### config.mk
export PLATFORM = sky130hd
export DESIGN_NAME = lfsr_multistep_flat
export DESIGN_NICKNAME = d
export VERILOG_FILES = /design/src/rtl/lfsr_multistep_if.sv /design/src/rtl/lfsr_multistep.sv /design/src/flat_wrapper.sv
export SDC_FILE = /design/constraint.sdc
export NUM_CORES = 1
export LEC_CHECK = 0
export ABC_AREA = 1
export CAP_MARGIN = 20
export CORE_UTILIZATION = 54
export CTS_CLUSTER_DIAMETER = 150
export CTS_CLUSTER_SIZE = 30
export DETAILED_ROUTE_END_ITERATION = 7
export PLACE_DENSITY = 0.9
export REMOVE_ABC_BUFFERS = 1
export SLEW_MARGIN = 20
export SYNTH_ARGS = -nofsm -noshare
export SYNTH_HDL_FRONTEND = slang
export SYNTH_SLANG_ARGS = --single-unit
### constraint.sdc
create_clock -name i_Clk -period 3.1 [get_ports i_Clk]
set_clock_uncertainty 0.15 [all_clocks]
set_input_delay 0.62 -clock i_Clk [delete_from_list [all_inputs] [get_ports i_Clk]]
set_output_delay 0.62 -clock i_Clk [all_outputs]
set_load 0.01 [all_outputs]
### src/rtl/lfsr_multistep_if.sv
// Handshake/data bundle between the pattern logic and the multi-step LFSR.
// master drives enable/seed, slave (the LFSR) returns state and status.
interface lfsr_multistep_if #(
    parameter int NUM_BITS = 4
);
    logic                i_Enable;
    logic                i_Seed_DV;
    logic [NUM_BITS-1:0] i_Seed_Data;
    logic [NUM_BITS-1:0] o_LFSR_Data;
    logic                o_LFSR_Bit;
    logic                o_LFSR_Done;
    logic                o_Seed_Err;
    logic [NUM_BITS-1:0] o_Period;

    modport master (
        output i_Enable, i_Seed_DV, i_Seed_Data,
        input  o_LFSR_Data, o_LFSR_Bit, o_LFSR_Done, o_Seed_Err, o_Period
    );

    modport slave (
        input  i_Enable, i_Seed_DV, i_Seed_Data,
        output o_LFSR_Data, o_LFSR_Bit, o_LFSR_Done, o_Seed_Err, o_Period
    );
endinterface

### src/rtl/lfsr_multistep.sv
// Maximal-length XNOR Fibonacci LFSR (3..32 bits) advancing STEPS_PER_CLK shifts
// per enable, with lockup-seed rejection, period-complete pulse and period measurement.
module lfsr_multistep #(
    parameter int                  NUM_BITS      = 4,
    parameter int                  STEPS_PER_CLK = 1,
    parameter logic [NUM_BITS-1:0] RESET_SEED    = {1'b1, {(NUM_BITS-1){1'b0}}}
) (
    input  logic             i_Clk,
    input  logic             i_Rst,
    lfsr_multistep_if.slave  bus
);

    function automatic logic [31:0] t(input int k);
        return 32'd1 << (k - 1);
    endfunction

    // XNOR tap sets; tap k is state bit k-1
    function automatic logic [31:0] tap_mask(input int n);
        logic [31:0] m;
        m = '0;
        case (n)
            3:  m = t(3)  | t(2);
            4:  m = t(4)  | t(3);
            5:  m = t(5)  | t(3);
            6:  m = t(6)  | t(5);
            7:  m = t(7)  | t(6);
            8:  m = t(8)  | t(6)  | t(5)  | t(4);
            9:  m = t(9)  | t(5);
            10: m = t(10) | t(7);
            11: m = t(11) | t(9);
            12: m = t(12) | t(6)  | t(4)  | t(1);
            13: m = t(13) | t(4)  | t(3)  | t(1);
            14: m = t(14) | t(5)  | t(3)  | t(1);
            15: m = t(15) | t(14);
            16: m = t(16) | t(15) | t(13) | t(4);
            17: m = t(17) | t(14);
            18: m = t(18) | t(11);
            19: m = t(19) | t(6)  | t(2)  | t(1);
            20: m = t(20) | t(17);
            21: m = t(21) | t(19);
            22: m = t(22) | t(21);
            23: m = t(23) | t(18);
            24: m = t(24) | t(23) | t(22) | t(17);
            25: m = t(25) | t(22);
            26: m = t(26) | t(6)  | t(2)  | t(1);
            27: m = t(27) | t(5)  | t(2)  | t(1);
            28: m = t(28) | t(25);
            29: m = t(29) | t(27);
            30: m = t(30) | t(6)  | t(4)  | t(1);
            31: m = t(31) | t(28);
            32: m = t(32) | t(22) | t(2)  | t(1);
            default: m = '0;
        endcase
        return m;
    endfunction

    localparam logic [31:0]         TAP_ALL  = tap_mask(NUM_BITS);
    localparam logic [NUM_BITS-1:0] TAPS     = TAP_ALL[NUM_BITS-1:0];
    localparam logic [NUM_BITS-1:0] ALL_ONES = '1;

    generate
        if (NUM_BITS < 3 || NUM_BITS > 32) begin : g_bad_width
            $error("lfsr_multistep: NUM_BITS must be 3..32");
        end
        if (STEPS_PER_CLK < 1 || STEPS_PER_CLK > 8) begin : g_bad_steps
            $error("lfsr_multistep: STEPS_PER_CLK must be 1..8");
        end
        if (RESET_SEED == ALL_ONES) begin : g_bad_seed
            $error("lfsr_multistep: RESET_SEED must not be the lockup state");
        end
    endgenerate

    logic [NUM_BITS-1:0] data_reg;
    logic [NUM_BITS-1:0] ref_reg;
    logic [NUM_BITS-1:0] cnt_reg;
    logic [NUM_BITS-1:0] period_reg;
    logic                done_reg;
    logic                err_reg;
    logic [NUM_BITS-1:0] data_next;
    logic [NUM_BITS-1:0] cnt_next;

    // Sub-steps chained combinationally; only the last one is compared to the seed
    genvar gi;
    generate
        for (gi = 0; gi < STEPS_PER_CLK; gi++) begin : g_step
            logic [NUM_BITS-1:0] cur;
            logic [NUM_BITS-1:0] nxt;
            if (gi == 0) begin : g_first
                assign cur = data_reg;
            end else begin : g_chain
                assign cur = g_step[gi-1].nxt;
            end
            assign nxt = {cur[NUM_BITS-2:0], ~^(cur & TAPS)};
        end
    endgenerate

    assign data_next = g_step[STEPS_PER_CLK-1].nxt;
    assign cnt_next  = (cnt_reg == ALL_ONES) ? cnt_reg : cnt_reg + 1'b1;

    always_ff @(posedge i_Clk or posedge i_Rst) begin
        if (i_Rst) begin
            data_reg   <= RESET_SEED;
            ref_reg    <= RESET_SEED;
            cnt_reg    <= '0;
            period_reg <= '0;
            done_reg   <= 1'b0;
            err_reg    <= 1'b0;
        end else begin
            done_reg <= 1'b0;
            err_reg  <= 1'b0;
            if (bus.i_Seed_DV) begin
                cnt_reg <= '0;
                if (bus.i_Seed_Data == ALL_ONES) begin
                    data_reg <= RESET_SEED;
                    ref_reg  <= RESET_SEED;
                    err_reg  <= 1'b1;
                end else begin
                    data_reg <= bus.i_Seed_Data;
                    ref_reg  <= bus.i_Seed_Data;
                end
            end else if (bus.i_Enable) begin
                data_reg <= data_next;
                if (data_next == ref_reg) begin
                    done_reg   <= 1'b1;
                    period_reg <= cnt_next;
                    cnt_reg    <= '0;
                end else begin
                    cnt_reg <= cnt_next;
                end
            end
        end
    end

    assign bus.o_LFSR_Data = data_reg;
    assign bus.o_LFSR_Bit  = data_reg[NUM_BITS-1];
    assign bus.o_LFSR_Done = done_reg;
    assign bus.o_Seed_Err  = err_reg;
    assign bus.o_Period    = period_reg;

endmodule

### src/flat_wrapper.sv
// flat-port wrapper written by rule: the top's interface ports become plain ports
module lfsr_multistep_flat 
#(
    parameter int                  NUM_BITS      = 4,
    parameter int                  STEPS_PER_CLK = 1,
    parameter logic [NUM_BITS-1:0] RESET_SEED    = {1'b1, {(NUM_BITS-1){1'b0}}}
)
  (i_Clk, i_Rst, bus_i_Enable, bus_i_Seed_DV, bus_i_Seed_Data, bus_o_LFSR_Data, bus_o_LFSR_Bit, bus_o_LFSR_Done, bus_o_Seed_Err, bus_o_Period);
  lfsr_multistep_if #(.NUM_BITS(NUM_BITS)) bus_i ();
  input  logic i_Clk;
  input  logic i_Rst;
  input wire logic [$bits(bus_i.i_Enable)-1:0] bus_i_Enable;
  input wire logic [$bits(bus_i.i_Seed_DV)-1:0] bus_i_Seed_DV;
  input wire logic [$bits(bus_i.i_Seed_Data)-1:0] bus_i_Seed_Data;
  output wire logic [$bits(bus_i.o_LFSR_Data)-1:0] bus_o_LFSR_Data;
  output wire logic [$bits(bus_i.o_LFSR_Bit)-1:0] bus_o_LFSR_Bit;
  output wire logic [$bits(bus_i.o_LFSR_Done)-1:0] bus_o_LFSR_Done;
  output wire logic [$bits(bus_i.o_Seed_Err)-1:0] bus_o_Seed_Err;
  output wire logic [$bits(bus_i.o_Period)-1:0] bus_o_Period;
  assign bus_i.i_Enable = bus_i_Enable;
  assign bus_i.i_Seed_DV = bus_i_Seed_DV;
  assign bus_i.i_Seed_Data = bus_i_Seed_Data;
  assign bus_o_LFSR_Data = bus_i.o_LFSR_Data;
  assign bus_o_LFSR_Bit = bus_i.o_LFSR_Bit;
  assign bus_o_LFSR_Done = bus_i.o_LFSR_Done;
  assign bus_o_Seed_Err = bus_i.o_Seed_Err;
  assign bus_o_Period = bus_i.o_Period;
  lfsr_multistep #(.NUM_BITS(NUM_BITS), .STEPS_PER_CLK(STEPS_PER_CLK), .RESET_SEED(RESET_SEED)) u_core (.i_Clk(i_Clk), .i_Rst(i_Rst), .bus(bus_i));
endmodule
==> impl_metrics.json, run 1 <==
{
  "cts-root-buf": "clkbuf_4",
  "gp_congestion": 0.757,
  "period_needed_ns": 2.23,
  "start_util_pct": 57.2,
  "cts.sinks": 18,
  "status": "completed",
  "final_cell_area_sq_um": 1220,
  "synthTopCellsByArea": "dfrtp_1, nand2_1, nand3_1",
  "synth_top_area_share_pct": 40.5,
  "hold_viol": 0,
  "setup_viol": 0,
  "max_cap_viol_count": 0,
  "slowest_stage": "dfstp_2",
  "core_area_sq_um": 1730,
  "cts_buffer_depth": 2,
  "ys.warnings.count": 0,
  "drive_gt1_share_pct": 16.2,
  "clk_latency_ns": 0.31,
  "row_count": 15,
  "placed_area_sq_um": 1180,
  "die_h_um": 44.8,
  "post_cts_buffers": 0,
  "ys_types": 24,
  "use_met3_pct": 5.20,
  "wirelength_um": 2110,
  "cts_buffers": 3,
  "postRouteAntennaNets": 0,
  "max_freq_mhz": 449,
  "avgViaCountPerCell": 5.36,
  "area_delta_synth_final_pct": 23.3,
  "track_usage_pct": 24.7,
  "cts.htree.levels": 1,
  "slew_headroom_pct": 55.2,
  "ir_worst_vdd_mv": 0.337,
  "hold_class": "reg -> reg",
  "drc": 0,
  "drt_iter0_drc": 30,
  "cts_resized": 0,
  "holdBufCountCts": 0,
  "pin_count": 19,
  "grt_pass1_vias": 794,
  "dp_hpwl_um": 1590,
  "synth-seq-area-share_pct": 45.8,
  "power_density_nw_per_um2": 493,
  "wl_per_cell_um": 12.6,
  "cp_max_fo": 6,
  "path_class": "reg -> out",
  "leakagePower_nw": 0.605,
  "worstSetupEndpointType": "output port",
  "synth_area_sq_um": 988,
  "antenna_cells": 0,
  "syn_area_per_cell_sq_um": 8.04,
  "finalHoldWorstSlack_ns": 0.343,
  "clk_pin_slew_ns": 0.11,
  "period_share_pct": 71.8,
  "grt_max_degree": 19,
  "max_stage_delay_ns": 0.59,
  "overflow": 0,
  "met2_usage_pct": 41.5,
  "grt_pass1_wl_um": 3440,
  "yosys.area.top_type": "dfrtp_1",
  "power_mw": 0.601,
  "firstDrtPassIters": 4,
  "rrSetupSlack_ns": 1.56,
  "worst_pin_slew_ns": 0.671,
  "cpLargestDelayFamily": "flip-flops",
  "ys_ff_latch": 18,
  "busiest_layer": "met2",
  "rsz0062_at_grt": "no",
  "antenna_found_initial": 0,
  "nets": 152,
  "use_met1_pct": 30.2,
  "vias": 895,
  "critPathArrivalTime_ns": 1.46,
  "required_ns": 2.33,
  "cts_tree": "built",
  "die_w_um": 44.8,
  "slew_viol_final": 0,
  "cp_num_buf_inv": 1,
  "placement.io_buffers": 18,
  "synthCells": 123,
  "cp_cell_sequence": "clkdlybuf4s50_1",
  "dieArea_sq_um": 2010,
  "start_kind": "register",
  "tns_ns": 0
}
cells in the final DEF (no fill, tap or decap):
master            n
clkdlybuf4s50_1  18
nor3_1            1
xnor2_2           1
nand3_4           1
nand3_2           1
dfrtp_1          16
xor2_1            1
or2_1             1
o21ai_0           4
nor2_2            1
clkbuf_8          1
nand3_1          20
o21ai_1           1
ha_1              1
inv_1             7
inv_2             4
nor2_1            3
nand4_4           1
nand2_2           6
a21oi_1           1
clkbuf_4          3
nand4_1           1
nand2_1          44
dfstp_2           2
nor2_4            2
final timing paths:
kind / to / depth (start not counted) / from
worst max-delay path: bus_o_LFSR_Data[3] / 1 / u_core.bus.o_LFSR_Data[3]
worst min-delay path: u_core.bus.o_Period[1] / 2 / u_core.bus.o_Period[1]
worst max register to register: u_core.bus.o_Period[0] / 7 / u_core.cnt_reg[0]
worst min register to register: u_core.bus.o_Period[1] / 2 / u_core.bus.o_Period[1]
max in group asynchronous: u_core.bus.o_Period[2] / 2 / i_Rst
min in group asynchronous: u_core.ref_reg[0] / 2 / i_Rst
cells by family (layout without fill, tap and decap cells):
kind of cell | Yosys count | in the layout | synth area share [%]
adders and majority gates | 1 | 1 | 1.27
xor gates and xnor gates | 2 | 2 | 2.53
buffers and inverters | 14 | 33 | 5.95
AOI/OAI and AO/OA | 6 | 6 | 3.04
DFF | 18 | 18 | 45.8
and+or+nand+nor | 82 | 82 | 41.4
where the power goes:
| group | switching (mW) | internal (mW) |
|---|---|---|
| Combinational | 0.0930 | 0.0751 |
| Sequential | 0.0241 | 0.262 |
| Clock | 0.0748 | 0.0718 |
| Total | 0.192 | 0.409 |
final cells by class:
cell class,instances,area [sq um]
flip-flops and latches,18,453
inverters,11,41.3
well taps,25,31.3
repair buffers,18,180
clock buffers,4,36.3
fillers,142,508
multi-input cells,91,477
metrics by stage:
stage	instances	utilization (%)	worst slack (ns)
3_5_place_dp	163	68.5	0.824
3_3_place_gp	163	68.5	0.901
2_1_floorplan	120	-	1.60
6_report	167	70.6	0.874
5_1_grt	167	70.6	0.874
4_1_cts	167	70.6	0.878
synth_stat cells, drive strengths merged:
| library cell | count |
|---|---|
| nand2 | 50 |
| nand3 | 22 |
| dfrtp | 16 |
| inv | 11 |
| nor2 | 6 |
| o21ai | 5 |
| buf | 3 |
| dfstp | 2 |
| nand4 | 2 |
| a21oi | 1 |
| ha | 1 |
| nor3 | 1 |
| or2 | 1 |
| xnor2 | 1 |
| xor2 | 1 |
routing by layer:
metal	routed length, um	part of all wire (%)
met1	904	43
met2	1070	51
met3	95	4.5
met4	40	1.9
met5	0	0
worst min-delay path: stages, from the launching register on:
cell	delay (ns)
dfrtp_1	0.36
nand2_1	0.06
nand2_1	0.05
Note: power is estimated with default switching activity, not from simulation.
==> inputs of run 2 (changes only) <==
--- a/config.mk
+++ b/config.mk
@@ -7,11 +7,11 @@
 export LEC_CHECK = 0
 export ABC_AREA = 1
 export CAP_MARGIN = 20
-export CORE_UTILIZATION = 54
+export CORE_UTILIZATION = 45
 export CTS_CLUSTER_DIAMETER = 150
 export CTS_CLUSTER_SIZE = 30
 export DETAILED_ROUTE_END_ITERATION = 7
-export PLACE_DENSITY = 0.9
+export PLACE_DENSITY = 0.81
 export REMOVE_ABC_BUFFERS = 1
 export SLEW_MARGIN = 20
 export SYNTH_ARGS = -nofsm -noshare
==> constraint.sdc (replaced) <==
create_clock -name i_Clk -period 1.8 [get_ports i_Clk]
set_clock_uncertainty 0.15 [all_clocks]
set_input_delay 0.36 -clock i_Clk [delete_from_list [all_inputs] [get_ports i_Clk]]
set_output_delay 0.36 -clock i_Clk [all_outputs]
set_load 0.01 [all_outputs]
==> impl_metrics.json, run 2 (synthesis results as in run 1) <==
{
  "cts_tree": "built",
  "cts-root-buf": "clkbuf_4",
  "max_cap_viol_count": 0,
  "cp_num_buf_inv": 1,
  "ir_worst_vdd_mv": 0.506,
  "max_freq_mhz": 583,
  "final_common_cell": "nand2_1",
  "p_seq_share_pct": 48.1,
  "max_stage_delay_ns": 0.54,
  "postLayoutCoreUtil_pct": 62.4,
  "cpLargestDelayFamily": "buffers and inverters",
  "drive_gt1_share_pct": 19.5,
  "power_frac_clock_pct": 20.9,
  "internal_power_mw": 0.680,
  "placement.io_buffers": 18,
  "cp_max_fo": 2,
  "grt_pass1_wl_um": 3860,
  "die_h_um": 48.9,
  "start_util_pct": 48.9,
  "drc": 0,
  "wl_per_cell_um": 12.1,
  "vias": 909,
  "cts.htree.levels": 1,
  "cts_buffer_depth": 2,
  "slew_viol_final": 0,
  "cp_cell_sequence": "clkdlybuf4s50_1",
  "row_count": 16,
  "power_mw": 1.00,
  "setup_viol": 0,
  "wl_met2_um": 1090,
  "slew_headroom_pct": 73.4,
  "cts_buffers": 3,
  "drt_iter0_drc": 45,
  "dieArea_sq_um": 2390,
  "grt_max_degree": 11,
  "rsz0062_at_grt": "no",
  "firstDrtPassIters": 4,
  "nets": 159,
  "dp_hpwl_um": 1710,
  "antenna_found_initial": 0,
  "p_comb_share_pct": 31.0,
  "overflow": 0,
  "dr_wl_met3_um": 101,
  "final_cells": 176,
  "slowest_stage": "clkdlybuf4s50_1",
  "die_w_um": 48.9,
  "period_share_pct": 95.3,
  "wl_met1_um": 915,
  "postRouteAntennaNets": 0,
  "worst_pin_slew_ns": 0.398,
  "grt_pass1_vias": 916,
  "power_density_nw_per_um2": 796,
  "multi_input_area_sq_um": 477,
  "rrSetupSlack_ns": 0.31,
  "critPathArrivalTime_ns": 1.21,
  "area_delta_synth_final_pct": 27.6,
  "final_cell_mix": "nand2_1, nand3_1, clkdlybuf4s50_1, dfrtp_1",
  "track_usage_pct": 20.9,
  "leakagePower_nw": 0.638,
  "status": "completed",
  "hold_viol": 0,
  "core_area_sq_um": 2020,
  "clk_latency_ns": 0.30,
  "worstSetupEndpointType": "output port",
  "hold_class": "in -> async",
  "period_needed_ns": 1.72,
  "p_switching_mw": 0.324,
  "antenna_cells": 0,
  "regArea_sq_um": 453,
  "swShare_pct": 32.3,
  "tns_ns": 0,
  "pin_count": 19,
  "required_ns": 1.29,
  "start_kind": "register",
  "gp_congestion": 0.803,
  "wirelength_um": 2140,
  "path_class": "reg -> out",
  "avgViaCountPerCell": 5.16,
  "cts.sinks": 18,
  "highest_layer": "met4",
  "placed_area_sq_um": 1220,
  "clk_pin_slew_ns": 0.10,
  "dp_cells": 170,
  "num-fill-cells": 171,
  "holdBufCountCts": 0,
  "final_cell_area_sq_um": 1260
}
run 2: cell count changes in the layout (fill, tap and decap cells not counted), sizes merged:
cell	delta
clkdlybuf4s50	-2
dlygate4sd2	+2
buf	+7
run 2: routing by layer:
metal | vias to the layer above | track usage [%]
met2 | 34 | 36.1
met5 | - | 0
met4 | 0 | 5.88
li1 | 446 | -
met3 | 5 | 4.05
met1 | 424 | 26.5
run 2: cell type report:
cell class                      instances  share of cell area (%)
Clock buffer                            4                    2.08
Tap cell                               27                    2.68
Sequential cell                        18                    35.9
Multi-Input combinational cell         91                    37.8
Inverter                               11                    3.27
Timing Repair Buffer                   25                    18.3
run 2: path summary, 6_finish.rpt:
kind	startpoint	end	depth (start not counted)
setup / recovery	u_core.bus.o_Period[3]	bus_o_Period[3]	1
min in group i_Clk	u_core.bus.o_Period[0]	u_core.bus.o_Period[0]	2
hold reg to reg	u_core.bus.o_Period[0]	u_core.bus.o_Period[0]	2
max in group asynchronous	i_Rst	u_core.cnt_reg[0]	3
hold / removal	i_Rst	u_core.ref_reg[2]	2
setup reg to reg	u_core.bus.o_LFSR_Data[0]	u_core.bus.o_Period[2]	6
run 2: metrics by stage:
step | hold WS, ns | worst slack (ns)
after detailed placement | 0.321 | 0.0921
after CTS | 0.171 | 0.0704
final | 0.164 | 0.0843
after global routing | 0.216 | 0.0144
after global placement | 0.305 | 0.116
after floorplan | 0.147 | 0.387
run 2: what timing repair did:
item / in CTS / in global routing
endpoints found under the setup margin: 4 / 0
resized for setup: 2 / 0
setup buffers: 2 / 0
run 2: power groups by stage:
stage                     Clock (mW)  Sequential (mW)  Combinational, mW
final                          0.210            0.483              0.311
after global routing           0.238            0.489              0.344
after CTS                      0.218            0.483              0.313
after detailed placement           0            0.497              0.301
after global placement             0            0.493              0.292
after floorplan                    0            0.510              0.154
